`src/rtl/sprite_anim_if.sv`:
```
// Movement/tick inputs and sprite_control output of the sprite animation sequencer.
interface sprite_anim_if;
  logic       frame_tick;
  logic       move_left;
  logic       move_right;
  logic       airborne;
  logic [6:0] sprite_control;

  modport master (
    output frame_tick, move_left, move_right, airborne,
    input  sprite_control
  );

  modport slave (
    input  frame_tick, move_left, move_right, airborne,
    output sprite_control
  );
endinterface

```
`src/rtl/sprite_anim_ctrl.sv`:
```
// Character animation sequencer: idle/run/jump FSM, facing and run-cycle stepping -> sprite_control.
// Optional SPRITE_ANIM_HOLD_EN: sprite_control only reloads on the edge after a frame_tick.
module sprite_anim_ctrl #(
  parameter int FRAMES_PER_STEP = 4,
  parameter int RUN_FRAMES      = 8,
  parameter int IDLE_DELAY      = 6
) (
  input  logic          clk,
  input  logic          rst,
  sprite_anim_if.slave  bus
);

  localparam int ST_W = $clog2(FRAMES_PER_STEP + 1);
  localparam int SP_W = (IDLE_DELAY > 0) ? $clog2(IDLE_DELAY + 1) : 1;

  localparam logic [ST_W-1:0] STEP_LAST = ST_W'(FRAMES_PER_STEP - 1);
  localparam logic [ST_W-1:0] STEP_ONE  = ST_W'(1);
  localparam logic [SP_W-1:0] STOP_LIM  = SP_W'(IDLE_DELAY);
  localparam logic [SP_W-1:0] STOP_ONE  = SP_W'(1);
  localparam logic [3:0]      IDX_LAST  = 4'(RUN_FRAMES - 1);

  typedef enum logic [1:0] {
    ST_IDLE = 2'd0,
    ST_RUN  = 2'd1,
    ST_JUMP = 2'd2
  } state_e;

  state_e          state_q, state_d;
  logic            facing_q, facing_d;
  logic [3:0]      run_idx_q, run_idx_d;
  logic [ST_W-1:0] step_cnt_q, step_cnt_d;
  logic [SP_W-1:0] stop_cnt_q, stop_cnt_d;
  logic [6:0]      sprite_control_q, sprite_control_d;
  logic            moving;

  function automatic logic [6:0] encode_ctrl(input state_e st, input logic face,
                                             input logic [3:0] idx);
    return {face, (st == ST_JUMP), (st == ST_IDLE), (st == ST_RUN) ? idx : 4'd0};
  endfunction

  assign moving = bus.move_left ^ bus.move_right;

  always_comb begin
    state_d    = state_q;
    facing_d   = facing_q;
    run_idx_d  = run_idx_q;
    step_cnt_d = step_cnt_q;
    stop_cnt_d = stop_cnt_q;

    if (bus.move_right && !bus.move_left) facing_d = 1'b1;
    else if (bus.move_left && !bus.move_right) facing_d = 1'b0;

    // Every state change restarts all counters, so a coincident tick is swallowed.
    if (bus.airborne) begin
      if (state_q != ST_JUMP) begin
        state_d    = ST_JUMP;
        run_idx_d  = '0;
        step_cnt_d = '0;
        stop_cnt_d = '0;
      end
    end else begin
      case (state_q)
        ST_JUMP: begin
          state_d    = moving ? ST_RUN : ST_IDLE;
          run_idx_d  = '0;
          step_cnt_d = '0;
          stop_cnt_d = '0;
        end
        ST_IDLE: begin
          if (moving) begin
            state_d    = ST_RUN;
            run_idx_d  = '0;
            step_cnt_d = '0;
            stop_cnt_d = '0;
          end
        end
        ST_RUN: begin
          if (moving) begin
            stop_cnt_d = '0;
            if (bus.frame_tick) begin
              if (step_cnt_q == STEP_LAST) begin
                step_cnt_d = '0;
                run_idx_d  = (run_idx_q == IDX_LAST) ? 4'd0 : run_idx_q + 4'd1;
              end else begin
                step_cnt_d = step_cnt_q + STEP_ONE;
              end
            end
          end else if (IDLE_DELAY == 0) begin
            state_d    = ST_IDLE;
            run_idx_d  = '0;
            step_cnt_d = '0;
            stop_cnt_d = '0;
          end else if (bus.frame_tick) begin
            if (stop_cnt_q + STOP_ONE == STOP_LIM) begin
              state_d    = ST_IDLE;
              run_idx_d  = '0;
              step_cnt_d = '0;
              stop_cnt_d = '0;
            end else begin
              stop_cnt_d = stop_cnt_q + STOP_ONE;
            end
          end
        end
        default: begin
          state_d    = ST_IDLE;
          run_idx_d  = '0;
          step_cnt_d = '0;
          stop_cnt_d = '0;
        end
      endcase
    end
  end

`ifdef SPRITE_ANIM_HOLD_EN
  logic tick_q;

  always_ff @(posedge clk) begin
    if (rst) tick_q <= 1'b0;
    else     tick_q <= bus.frame_tick;
  end

  // Reload once per video frame so the sprite never switches mid-frame.
  always_comb begin
    sprite_control_d = sprite_control_q;
    if (tick_q) sprite_control_d = encode_ctrl(state_q, facing_q, run_idx_q);
  end
`else
  always_comb begin
    sprite_control_d = encode_ctrl(state_q, facing_q, run_idx_q);
  end
`endif

  always_ff @(posedge clk) begin
    if (rst) begin
      state_q          <= ST_IDLE;
      facing_q         <= 1'b1;
      run_idx_q        <= '0;
      step_cnt_q       <= '0;
      stop_cnt_q       <= '0;
      sprite_control_q <= 7'h50;
    end else begin
      state_q          <= state_d;
      facing_q         <= facing_d;
      run_idx_q        <= run_idx_d;
      step_cnt_q       <= step_cnt_d;
      stop_cnt_q       <= stop_cnt_d;
      sprite_control_q <= sprite_control_d;
    end
  end

  assign bus.sprite_control = sprite_control_q;

endmodule

```
`src/flat_wrapper.sv`:
```
// flat-port wrapper written by rule: the top's interface ports become plain ports
module sprite_anim_ctrl_flat 
#(
  parameter int FRAMES_PER_STEP = 4,
  parameter int RUN_FRAMES      = 8,
  parameter int IDLE_DELAY      = 6
)
  (clk, rst, bus_frame_tick, bus_move_left, bus_move_right, bus_airborne, bus_sprite_control);
  sprite_anim_if bus_i ();
  input  logic clk;
  input  logic rst;
  input wire logic [$bits(bus_i.frame_tick)-1:0] bus_frame_tick;
  input wire logic [$bits(bus_i.move_left)-1:0] bus_move_left;
  input wire logic [$bits(bus_i.move_right)-1:0] bus_move_right;
  input wire logic [$bits(bus_i.airborne)-1:0] bus_airborne;
  output wire logic [$bits(bus_i.sprite_control)-1:0] bus_sprite_control;
  assign bus_i.frame_tick = bus_frame_tick;
  assign bus_i.move_left = bus_move_left;
  assign bus_i.move_right = bus_move_right;
  assign bus_i.airborne = bus_airborne;
  assign bus_sprite_control = bus_i.sprite_control;
  sprite_anim_ctrl #(.FRAMES_PER_STEP(FRAMES_PER_STEP), .RUN_FRAMES(RUN_FRAMES), .IDLE_DELAY(IDLE_DELAY)) u_core (.clk(clk), .rst(rst), .bus(bus_i));
endmodule
```
`config.mk`:
```
export PLATFORM = sky130hd
export DESIGN_NAME = sprite_anim_ctrl_flat
export DESIGN_NICKNAME = d
export VERILOG_FILES = /design/src/rtl/sprite_anim_if.sv /design/src/rtl/sprite_anim_ctrl.sv /design/src/flat_wrapper.sv
export SDC_FILE = /design/constraint.sdc
export NUM_CORES = 1
export LEC_CHECK = 0
export BUFFER_PORTS_ARGS = -buffer_cell sky130_fd_sc_hd__buf_2
export CORE_UTILIZATION = 30
export DETAILED_ROUTE_END_ITERATION = 8
export GPL_TIMING_DRIVEN = 0
export MAX_ROUTING_LAYER = met4
export PLACE_DENSITY_LB_ADDON = 0.25
export SYNTH_ARGS = -nofsm -noshare
export SYNTH_HDL_FRONTEND = slang
export SYNTH_SLANG_ARGS = --single-unit
export TNS_END_PERCENT = 10
```
`constraint.sdc`:
```
create_clock -name clk -period 2.6 [get_ports clk]
set_input_delay 0.13 -clock clk [delete_from_list [all_inputs] [get_ports clk]]
set_output_delay 0.13 -clock clk [all_outputs]
set_load 0.05 [all_outputs]
```
==> summary.md <==
| Metric | Value |
|---|---|
| Chip width | `slightly below 60 um` |
| Clock latency on the worst-skew pair | `about 0.29 ns` |
| Post-synthesis adder-cell area fraction | `8.05%` |
| Xor and xnor fraction of the mapped netlist area | `1.88%` |
| Cell types occupying the most area after synthesis | `dfxtp_1 (43%), ha_1 (8.1%), nor4b_1 (3.8%)` |
| Post-route setup TNS | `0 ns` |
| Cts-stage hold buffer count | `0` |
| Clock Sink Count | `20` |
| Cell area after synthesis | `932 um2` |
| Area of the core | `2850 um2` |
| Highest ir drop seen on vdd | `0.338 mV` |
| Status | `finished clean` |
| Final clock period utilization by the worst path | `70.5%` |
| Netlist cell types | `40` |
| RD Place Congestion | `roughly 0.70` |
| Routed vias | `slightly above 700` |
| Overall routing resource usage | `11.5%` |
| # Post-CTS Setup Buffers | `0` |
| Cell type contributing the most total cell area after synthesis | `dfxtp_1` |
| Clock transition at the register clock pins on the worst setup and hold paths after CTS | `0.11 ns` |
| Crit path launch type | `flip-flop` |
| Post-route clock skew | `0.00485 ns` |
| Hold path endpoint | `u_core.state_q[1]` |
| Slack of the worst reg-to-reg path | `between 0.7 and 0.8 ns` |
| Required @ worst endpoint | `2.83 ns` |
| Classification of the worst-slack hold path | `input pin to flip-flop` |
| Post-CTS resize count | `0` |
| Global-route wire length before repair | `2.86 mm` |
| Mean cell area of the mapped netlist | `roughly 9.4 um2` |
| Logic depth of the worst register-to-register path | `6` |
| Standard-cell row count | `19` |
| Antenna Diode Count | `0` |
| Count of antenna-violating nets left after detailed routing | `0` |
| EDFF count, synth | `0` |
| Root Buffer | `clkbuf_4` |
| Portion of netlist area occupied by mux cells | `2.28%` |
| Maximum level of the CTS H-tree | `1` |
| Compound-Gate Fraction of Synth Area | `13.0%` |
| Total overflow reported by the global router | `0` |
| Max-slew headroom at the worst pin | `64.1%` |
| Post-layout min period | `1.83 ns` |
| Hold Path Depth | `2` |
| Syn nets | `approximately 110` |
| Total length of routed wires | `1.56 mm` |
| Per-cell routed wire length | `10.7 um` |
| Height of the die | `57.7 um` |
| Asr flop ratio synth | `0%` |
| Proportion of layout cells with a drive suffix above 1 | `20.0%` |
| Violation count after the first detailed-route iteration | `9` |
| Worst-path fanout max | `9` |
| DR WL met3 | `around 54 um` |
| Combinational family with the most area after synthesis | `simple AND/OR/NAND/NOR gates` |
| Count of state elements after synthesis | `20` |
| TritonCTS clock tree | `built` |
| Synthesized-area fraction occupied by and/or/nand/nor cells | `26.8%` |
| Maximum number of pins on one net before global-route repair | `13` |
| Initial standard-cell utilization of the core | `32.7%` |
| Maxcap violations | `0` |
| I/O Pins | `13` |
| Final Power | `633 uW` |
| Ys flop type | `dfxtp_1` |
| Number of nets at the end of the flow | `~130` |
| Number of antenna violations at the first check in global routing | `0` |
| Total met2 wirelength after detailed routing | `approximately 700 um` |
| R2r endpoint | `u_core.run_idx_q[2]` |
| Startpoint of the tightest hold check path | `rst` |
| Top layer used by detailed routing | `met4` |
| Tightest hold margin | `about 0.072 ns` |
| Arrival time at the worst endpoint | `2.06 ns` |
| Wire length on met1 | `787 um` |
| Number of slew-limit violations in the final report | `0` |
| Nature of the critical path endpoint | `flip-flop` |
| Iteration count of the initial detailed-routing pass | `4` |
| Worst setup path category | `flip-flop to flip-flop` |
| Critical-path cell list | `ha_1 -> xor2_1 -> and3_1 -> o21ai_2 -> or4_1 -> a21oi_1` |
| Total die area | `approximately 3300 um2` |
| Final setup vio count | `0` |
| Via-per-instance ratio | `4.95` |
| Maximum count of clock buffers along a single path | `2` |
| Synth top area share | `43.0%` |
| F_max | `546 MHz` |
| TritonCTS Buffers | `3` |
| Final hold violation count | `0` |
| Power Density | `584 nW/um2` |
| RSZ-0062 raised after global routing | `no` |
| Half-perimeter wire length after detailed placement | `between 1 and 1.5 mm` |
| Number of cells produced by synthesis | `99` |
| Leakage power | `0.000455 uW` |
| Worst slew pin tran | `~0.53 ns` |
| Sequential share of the synthesized area | `43.0%` |
| Quantity of I/O buffers inserted on ports | `12` |
| Crit path largest cell delay | `about 0.49 ns` |
| Layout overhead on the synthesized area | `16.2%` |
| Remaining design rule violation count | `0` |
| Yosys Warn Count | `0` |
| Crit Reg-Reg Startpoint | `u_core.stop_cnt_q[0]` |
| Via count of the first global-routing pass | `around 690` |
| CP max stage cell | `or4_1` |
registers in the layout (all words and copies together), names as in the netlist:
register and cells:
u_core.state_q 2, u_core.bus.sprite_control 7, u_core.run_idx_q 4, u_core.step_cnt_q 3, u_core.facing_q 1, u_core.stop_cnt_q 3
cells by family after synthesis:
logic type / after synthesis
flip-flops: 20
buffers and inverters: 10
XOR/XNOR: 2
AND/OR/NAND/NOR: 40
AO/OA/AOI/OAI: 19
adder cells (fa/ha/maj): 6
multiplexers: 2
synthesized netlist by cell type (2+ instances only):
master   number
and2_1        4
dfxtp_1      20
or4_1         2
nor3b_1       2
nor4b_1       4
a21oi_1       6
ha_1          6
inv_1         7
nor2_1        9
nand2_1       4
nor2b_1       2
or3_1         2
o21ai_0       4
through the flow:
stage	utilization, %	area, um2	cells	worst slack [ns]
floorplan	-	932	99	0.899
global placement	36.1	1030	142	0.691
detailed placement	36.1	1030	142	0.682
CTS	38.0	1080	146	0.754
global route	38.0	1080	146	0.603
finish	38.0	1080	146	0.768
layout by cell type, fill, tap and decap left out, drive strengths merged, types with 2 or more instances in the layout:
master,n
nor4b,4
clkbuf,4
and3b,2
or3,2
nor2,9
or4,2
inv,7
nand2,4
o21ai,5
nor3,2
nor2b,2
nor3b,2
dfxtp,20
ha,6
buf,14
a21oi,6
and2,4
layer usage:
| metal | global-route usage (%) | up-vias |
|---|---|---|
| met5 | - | - |
| met4 | 5.44 | 0 |
| met3 | 3.35 | 2 |
| met2 | 18.6 | 11 |
| met1 | 13.0 | 326 |
| li1 | - | 383 |
layout make-up:
cell class / instances / area, um2
plain buffers: 3 / 20.0
clock buffers: 3 / 22.5
clock inverters: 1 / 30.0
fillers: 308 / 1770
inverters: 7 / 26.3
multi-input cells: 69 / 485
flip-flops and latches: 20 / 400
well taps: 31 / 38.8
repair buffers: 12 / 60.1
critical path: cells and delay by family, from the launching register on:
family | cells | cell delay, ns
AOI/OAI and AO/OA | 2 | 0.26
and+or+nand+nor | 2 | 0.69
DFF | 1 | 0.38
adders and majority gates | 1 | 0.21
xor gates and xnor gates | 1 | 0.22
worst max-delay path by stage:
stage,slack (ns),to,depth (start not counted),start
global placement,0.69,u_core.run_idx_q[0],8,bus_move_right
detailed placement,0.68,u_core.run_idx_q[0],7,bus_move_right
floorplan,0.90,u_core.run_idx_q[0],6,u_core.step_cnt_q[0]
global route,0.60,u_core.run_idx_q[2],6,u_core.step_cnt_q[0]
finish,0.77,u_core.run_idx_q[2],6,u_core.stop_cnt_q[0]
CTS,0.75,u_core.run_idx_q[0],6,u_core.step_cnt_q[0]
power by group:
part           switching (uW)  internal, uW  total (uW)
sequential               3.08           313         316
combinational            42.0          27.3        69.3
clock                    91.5           156         247
total                     137           496         633
No activity file was read; power rests on OpenSTA's default activity.
